--- src/rtl/bsg_cache_stream_prefetch_inject.sv ---
// Stream-trained prefetch injector placed directly in front of bsg_cache.
// Learns sequential block streams from accepted core loads, slips LW prefetches
// into idle cache-input cycles, and absorbs their responses so the core only
// ever sees its own responses, in order.
module bsg_cache_stream_prefetch_inject #(
  parameter int unsigned addr_width_p          = 30,
  parameter int unsigned data_width_p          = 32,
  parameter int unsigned block_size_in_words_p = 8,
  parameter int unsigned streams_p             = 4,
  parameter int unsigned prefetch_distance_p   = 2,
  parameter int unsigned track_els_p           = 8,
  localparam int unsigned mask_width_lp   = data_width_p / 8,
  localparam int unsigned opcode_width_lp = 6,
  localparam int unsigned pkt_width_lp    = opcode_width_lp + addr_width_p + data_width_p + mask_width_lp
) (
  input  logic                    clk_i,
  input  logic                    reset_n_i,
  input  logic                    en_i,

  input  logic [pkt_width_lp-1:0] core_pkt_i,
  input  logic                    core_v_i,
  output logic                    core_yumi_o,

  output logic [data_width_p-1:0] core_data_o,
  output logic                    core_v_o,
  input  logic                    core_yumi_i,

  output logic [pkt_width_lp-1:0] cache_pkt_o,
  output logic                    cache_v_o,
  input  logic                    cache_yumi_i,

  input  logic [data_width_p-1:0] cache_data_i,
  input  logic                    cache_v_i,
  output logic                    cache_yumi_o
);

  localparam int unsigned block_bytes_lp  = block_size_in_words_p * data_width_p / 8;
  localparam int unsigned offset_width_lp = $clog2(block_bytes_lp);
  localparam int unsigned idx_width_lp    = addr_width_p - offset_width_lp;
  localparam int unsigned addr_lsb_lp     = data_width_p + mask_width_lp;
  localparam int unsigned rr_width_lp     = (streams_p > 1) ? $clog2(streams_p) : 1;
  localparam int unsigned ptr_width_lp    = (track_els_p > 1) ? $clog2(track_els_p) : 1;
  localparam int unsigned count_width_lp  = $clog2(track_els_p + 1);
  localparam logic [opcode_width_lp-1:0] opcode_lw_lp = 6'b000010;

  // Outputs are held quiet until one full cycle after reset has been released.
  logic init_done;

  // Stream table, pending prefetch and round-robin victim pointer.
  logic [streams_p-1:0]    stream_v;
  logic [idx_width_lp-1:0] stream_idx [streams_p];
  logic [rr_width_lp-1:0]  rr_ptr;
  logic                    pending_v;
  logic [idx_width_lp-1:0] pending_idx;

  // Response-steering FIFO: one bit per outstanding request, 1 = prefetch.
  logic [track_els_p-1:0]    fifo_mem;
  logic [ptr_width_lp-1:0]   wr_ptr, rd_ptr;
  logic [count_width_lp-1:0] fifo_count;
  logic                      fifo_full, fifo_empty, head_pf;

  logic [idx_width_lp-1:0] core_idx, prev_idx, target_idx;
  logic                    is_load, train;
  logic                    hit_found, hit_seq;
  logic [rr_width_lp-1:0]  hit_sel;
  logic                    accept, pf_issue, pop;
  logic [pkt_width_lp-1:0] pf_pkt;

  function automatic logic [ptr_width_lp-1:0] ptr_inc(input logic [ptr_width_lp-1:0] p);
    return (p == ptr_width_lp'(track_els_p - 1)) ? '0 : p + ptr_width_lp'(1);
  endfunction

  function automatic logic [rr_width_lp-1:0] rr_inc(input logic [rr_width_lp-1:0] p);
    return (p == rr_width_lp'(streams_p - 1)) ? '0 : p + rr_width_lp'(1);
  endfunction

  // Block index of the incoming core packet; loads are opcodes 0..7.
  assign core_idx   = core_pkt_i[addr_lsb_lp+addr_width_p-1 : addr_lsb_lp+offset_width_lp];
  assign is_load    = (core_pkt_i[pkt_width_lp-1 -: 3] == 3'b000);
  assign prev_idx   = core_idx - idx_width_lp'(1);
  assign target_idx = core_idx + idx_width_lp'(prefetch_distance_p);

  assign fifo_full  = (fifo_count == count_width_lp'(track_els_p));
  assign fifo_empty = (fifo_count == '0);
  assign head_pf    = fifo_mem[rd_ptr];

  assign pf_pkt = {opcode_lw_lp, pending_idx, offset_width_lp'(0),
                   data_width_p'(0), {mask_width_lp{1'b1}}};

  // Request side: core has priority, prefetch fills idle slots.
  assign cache_v_o   = init_done & (core_v_i | pending_v) & ~fifo_full;
  assign cache_pkt_o = core_v_i ? core_pkt_i : pf_pkt;
  assign accept      = cache_v_o & cache_yumi_i;
  assign core_yumi_o = accept & core_v_i;
  assign pf_issue    = accept & ~core_v_i;
  assign train       = core_yumi_o & is_load & en_i;

  // Response side: forward core responses, silently absorb prefetch ones.
  assign core_data_o  = cache_data_i;
  assign core_v_o     = init_done & ~fifo_empty & ~head_pf & cache_v_i;
  assign cache_yumi_o = init_done & ~fifo_empty & cache_v_i & (head_pf | core_yumi_i);
  assign pop          = cache_v_i & cache_yumi_o;

  // Find the lowest-indexed entry that is either one block behind or at this block.
  always_comb begin
    hit_found = 1'b0;
    hit_seq   = 1'b0;
    hit_sel   = '0;
    for (int i = 0; i < streams_p; i++) begin
      if (!hit_found && stream_v[i] &&
          ((stream_idx[i] == prev_idx) || (stream_idx[i] == core_idx))) begin
        hit_found = 1'b1;
        hit_seq   = (stream_idx[i] == prev_idx);
        hit_sel   = rr_width_lp'(i);
      end
    end
  end

  // Post-reset quiet cycle.
  always_ff @(posedge clk_i) begin
    if (!reset_n_i) init_done <= 1'b0;
    else            init_done <= 1'b1;
  end

  // Stream-table training and round-robin allocation.
  always_ff @(posedge clk_i) begin
    if (!reset_n_i) begin
      stream_v <= '0;
      rr_ptr   <= '0;
      for (int i = 0; i < streams_p; i++) stream_idx[i] <= '0;
    end else if (train) begin
      if (hit_found) begin
        if (hit_seq) stream_idx[hit_sel] <= core_idx;
      end else begin
        stream_idx[rr_ptr] <= core_idx;
        stream_v[rr_ptr]   <= 1'b1;
        rr_ptr             <= rr_inc(rr_ptr);
      end
    end
  end

  // Pending prefetch: set by a sequential hit, cleared on issue or when disabled.
  always_ff @(posedge clk_i) begin
    if (!reset_n_i) begin
      pending_v   <= 1'b0;
      pending_idx <= '0;
    end else if (!en_i) begin
      pending_v <= 1'b0;
    end else if (train && hit_found && hit_seq) begin
      pending_v   <= 1'b1;
      pending_idx <= target_idx;
    end else if (pf_issue) begin
      pending_v <= 1'b0;
    end
  end

  // Steering FIFO push/pop bookkeeping.
  always_ff @(posedge clk_i) begin
    if (!reset_n_i) begin
      fifo_mem   <= '0;
      wr_ptr     <= '0;
      rd_ptr     <= '0;
      fifo_count <= '0;
    end else begin
      if (accept) begin
        fifo_mem[wr_ptr] <= ~core_v_i;
        wr_ptr           <= ptr_inc(wr_ptr);
      end
      if (pop) rd_ptr <= ptr_inc(rd_ptr);
      case ({accept, pop})
        2'b10:   fifo_count <= fifo_count + count_width_lp'(1);
        2'b01:   fifo_count <= fifo_count - count_width_lp'(1);
        default: fifo_count <= fifo_count;
      endcase
    end
  end

  // A cache response with nothing outstanding means the cache and this block disagree.
  always_ff @(posedge clk_i) begin
    if (reset_n_i && init_done) begin
      assert (!(cache_v_i && fifo_empty))
        else $fatal(1, "cache response with no outstanding request");
    end
  end

endmodule

--- config.mk ---
export PLATFORM = sky130hd
export DESIGN_NAME = bsg_cache_stream_prefetch_inject
export DESIGN_NICKNAME = d
export VERILOG_FILES = /design/src/rtl/bsg_cache_stream_prefetch_inject.sv
export SDC_FILE = /design/constraint.sdc
export NUM_CORES = 1
export LEC_CHECK = 0
export ABC_AREA = 1
export BUFFER_PORTS_ARGS = -buffer_cell sky130_fd_sc_hd__buf_4
export CELL_PAD_IN_SITES_DETAIL_PLACEMENT = 0
export CELL_PAD_IN_SITES_GLOBAL_PLACEMENT = 2
export CORE_MARGIN = 2
export CORE_UTILIZATION = 32
export CTS_CLUSTER_DIAMETER = 50
export DETAILED_ROUTE_END_ITERATION = 12
export GPL_TIMING_DRIVEN = 0
export HOLD_SLACK_MARGIN = 0.05
export PLACE_DENSITY_LB_ADDON = 0.25
export SLEW_MARGIN = 20
export SYNTH_ARGS = -nofsm -noshare
export SYNTH_HDL_FRONTEND = slang
export SYNTH_SLANG_ARGS = --single-unit
--- constraint.sdc ---
create_clock -name clk_i -period 7.35 [get_ports clk_i]
set_clock_uncertainty 0.15 [all_clocks]
set_input_delay 1.1025 -clock clk_i [delete_from_list [all_inputs] [get_ports clk_i]]
set_output_delay 1.1025 -clock clk_i [all_outputs]
set_load 0.01 [all_outputs]
==> flow_summary.yaml <==
run_status:
  status: "finished, final reports clean"
drt:
  num_vias: 10700
  drc_errors: 0
  wirelength_um: 43500
  wl_per_cell_um: 19.4
  first_iter_violations: 1056
  vias_per_cell: 4.80
  drt-pass1-iter-count: 6
  ant_nets: 0
grt:
  grt_antenna_before_repair: 1
  grt_max_degree: 18
  gr-total-overflow: 0
  grt_use_total: 0.239
  grt_pass1_vias: 10300
  grt_pass1_wl_um: 63500
cts:
  clock-sinks: 151
  cts-root-buf: "clkbuf_16"
  path_clk_slew_ps: 60
  numCtsBuffers: 17
  post_cts_buffers: 0
  cts_buffer_depth: 2
  cts_tree: "done"
  postCtsHoldBufs: 0
  clock_latency_ps: 460
  cts.repair.resized: 0
  h-tree-depth: 4
synth:
  yosysSeqAreaShare: 0.357
  synth_edf_count: 100
  ys_warn_count: 0
  syn_area_um2: 11300
  ys_top_cells_by_area: "edfxtp_1 27%, nand2_1 13%, dfxtp_1 9.1%"
  ys_types: 54
  syn_inst: 1562
  synthFlopType: "edfxtp_1"
  synth_top_area_cell: "edfxtp_1"
  ys_ff_latch: 151
  syn_area_per_cell_um2: 7.21
  synth_most_common_cell: "nand2_1"
  synth_common_cells: "404 x nand2_1, 221 x inv_1, 194 x nor2_1"
  synth_nets: 1688
  yosysTopAreaCellShare: 0.267
  async_flop_share: 0
timing:
  rsz0062_at_grt: "no"
  fmax_mhz: 168
  finalSetupViolCount: 0
  period_needed_ps: 5940
  tightest_slew_ps: 764
  slew_headroom: 0.491
  period_share: 0.809
  hold_violations: 0
  holdWs_ps: 326
  maxSlewViolCount: 0
final_layout:
  finalCoreUtilization: 0.400
  drive_gt1_frac: 0.216
  antenna_cells: 0
  area_growth_syn_to_layout_pct: 23.1
  num-fill-cells: 3643
  finalNonFillerCells: 2235
  layout.nets: 1893
power_and_ir_drop:
  vdd_drop_max_v: 0.000172
  total_leakage_power_uw: 0.00668
  p_per_area_nw_per_um2: 161
floorplanning:
  dieArea_um2: 36700
  std_cell_rows: 68
  die-height_um: 192
  core_um2: 34600
  start_util: 0.325
  ios: 219
  fp.dieW_um: 192
critical_path:
  critPathMostFrequentCell: "nor2_1"
  critPathBufInv: 7
  critPathLaunchType: "input pin"
  r2r_start: "stream_idx[1][0]$_SDFFCE_PN0P_"
  worstPathArrival_ps: 5950
  worst_setup_path_end_kind: "flop"
  cp_num_cells: 29
  cp_max_fo: 17
  worstPathRequired_ps: 7350
  rr_worst_depth: 23
  crit_slowest_cell: "nand2_2"
  cp_top_family: "simple AND/OR/NAND/NOR gates"
  critPathMaxStageDelay_ps: 320
  crit_start: "core_pkt_i[42]"
  critPathKind: "input pin to flop"
placed_design:
  hpwl_um: 34400
  place.gp.congestion: 0.904
  placedCellCount: 2203
  portBuffers: 182
min_path:
  whs_path_depth: 2
  holdCritPathClass: "flop to flop"
  hp-start: "pending_idx[2]$_SDFFE_PN0P_"
job:
  drv_cap: 0
-- per-stage QoR --
step / cell area, µm² / total power [µW] / TNS, ps / setup slack (ps)
after floorplan: 11300 / 1200 / 0 / 1420
after global placement: 13200 / 1390 / -76070 / -2080
after detailed placement: 13300 / 1400 / 0 / 1020
after CTS: 13900 / 2250 / 0 / 1500
after global routing: 13900 / 2320 / 0 / 1010
final: 13900 / 2240 / 0 / 1410
-- logic make-up (layout without fill, tap and decap cells) --
group           count (synthesis)  in the layout  synth area share
compound gates                131            131            0.0657
flops                         151            151             0.357
simple gates                  836            836             0.345
fa+ha+maj                      15             15            0.0173
xor+xnor                      109            109            0.0848
buf+inv                       320            538             0.130
-- state kept, by name, indices dropped and copies added (netlist names) --
signal and flops:
stream_idx 100, pending_idx 25, fifo_mem 8, fifo_count 4
stream_v 4, rd_ptr 3, wr_ptr 3, rr_ptr 2
init_done 1, pending_v 1
-- power by group --
group / internal (µW) / switching [µW]
Sequential: 925 / 15.3
Clock: 465 / 394
Combinational: 167 / 272
-- path summary, 6_finish.rpt --
path	endpoint	slack [ps]
hold / removal	pending_idx[2]$_SDFFE_PN0P_	330
setup reg to reg	stream_idx[0][0]$_SDFFCE_PN0P_	2880
hold reg to reg	pending_idx[2]$_SDFFE_PN0P_	330
setup / recovery	stream_idx[2][14]$_SDFFCE_PN0P_	1410
-- layer usage --
metal / vias up / track usage / wire [µm]
met5: - / 0 / 0
met4: 0 / 0.0719 / 1080
met3: 50 / 0.0354 / 2820
met2: 378 / 0.399 / 20400
met1: 4975 / 0.317 / 19200
li1: 5318 / - / -
-- placed cells by master (no fill, tap or decap), types with 9 or more instances in the layout --
cell,synthesis,layout
nand2_1,404,402
inv_1,221,221
buf_4,38,220
nor2_1,194,193
edfxtp_1,100,100
nand3_1,77,77
xor2_1,66,66
o21ai_0,64,63
dfxtp_1,51,51
xnor2_1,43,43
nor3_1,30,30
a21oi_1,27,27
nand2_2,24,26
buf_2,25,25
o22ai_1,21,21
clkbuf_1,18,20
clkbuf_16,0,18
nand4_1,17,17
ha_1,14,14
nor2_4,12,13
nand2_4,12,12
or2_2,11,11
nor4_1,11,11
nand3b_1,9,9
nor3_2,9,9
-- layout make-up --
class                           instances  area, µm²  area share
Sequential cell                       151       4020       0.290
Timing Repair Buffer                  186       1460       0.105
Clock inverter                         10       70.1     0.00506
Multi-Input combinational cell       1091       5800       0.418
Tap cell                              455        569      0.0411
Inverter                              230        863      0.0623
Clock buffer                           22        479      0.0346
Buffer                                 90        597      0.0431
-- worst reg2reg max path: stages, from the launching register on --
cell and delay, ps:
edfxtp_1 380, inv_1 60, nand2_1 50, nand2_1 170, nand2_1 90, nor2_1 210, nand2_1 80, nor2_1 150
nand2_1 110, nor2_1 100, nand3_1 80, nor2_1 180, nand2_1 180, nand2_1 140, nand3_1 160, nor2_1 130
nor2_1 50, nand3_1 100, nand4_1 120, o22ai_1 320, nand2_2 260, buf_4 280, nand2_2 390, buf_16 230
(Power assumes the default switching activity.)
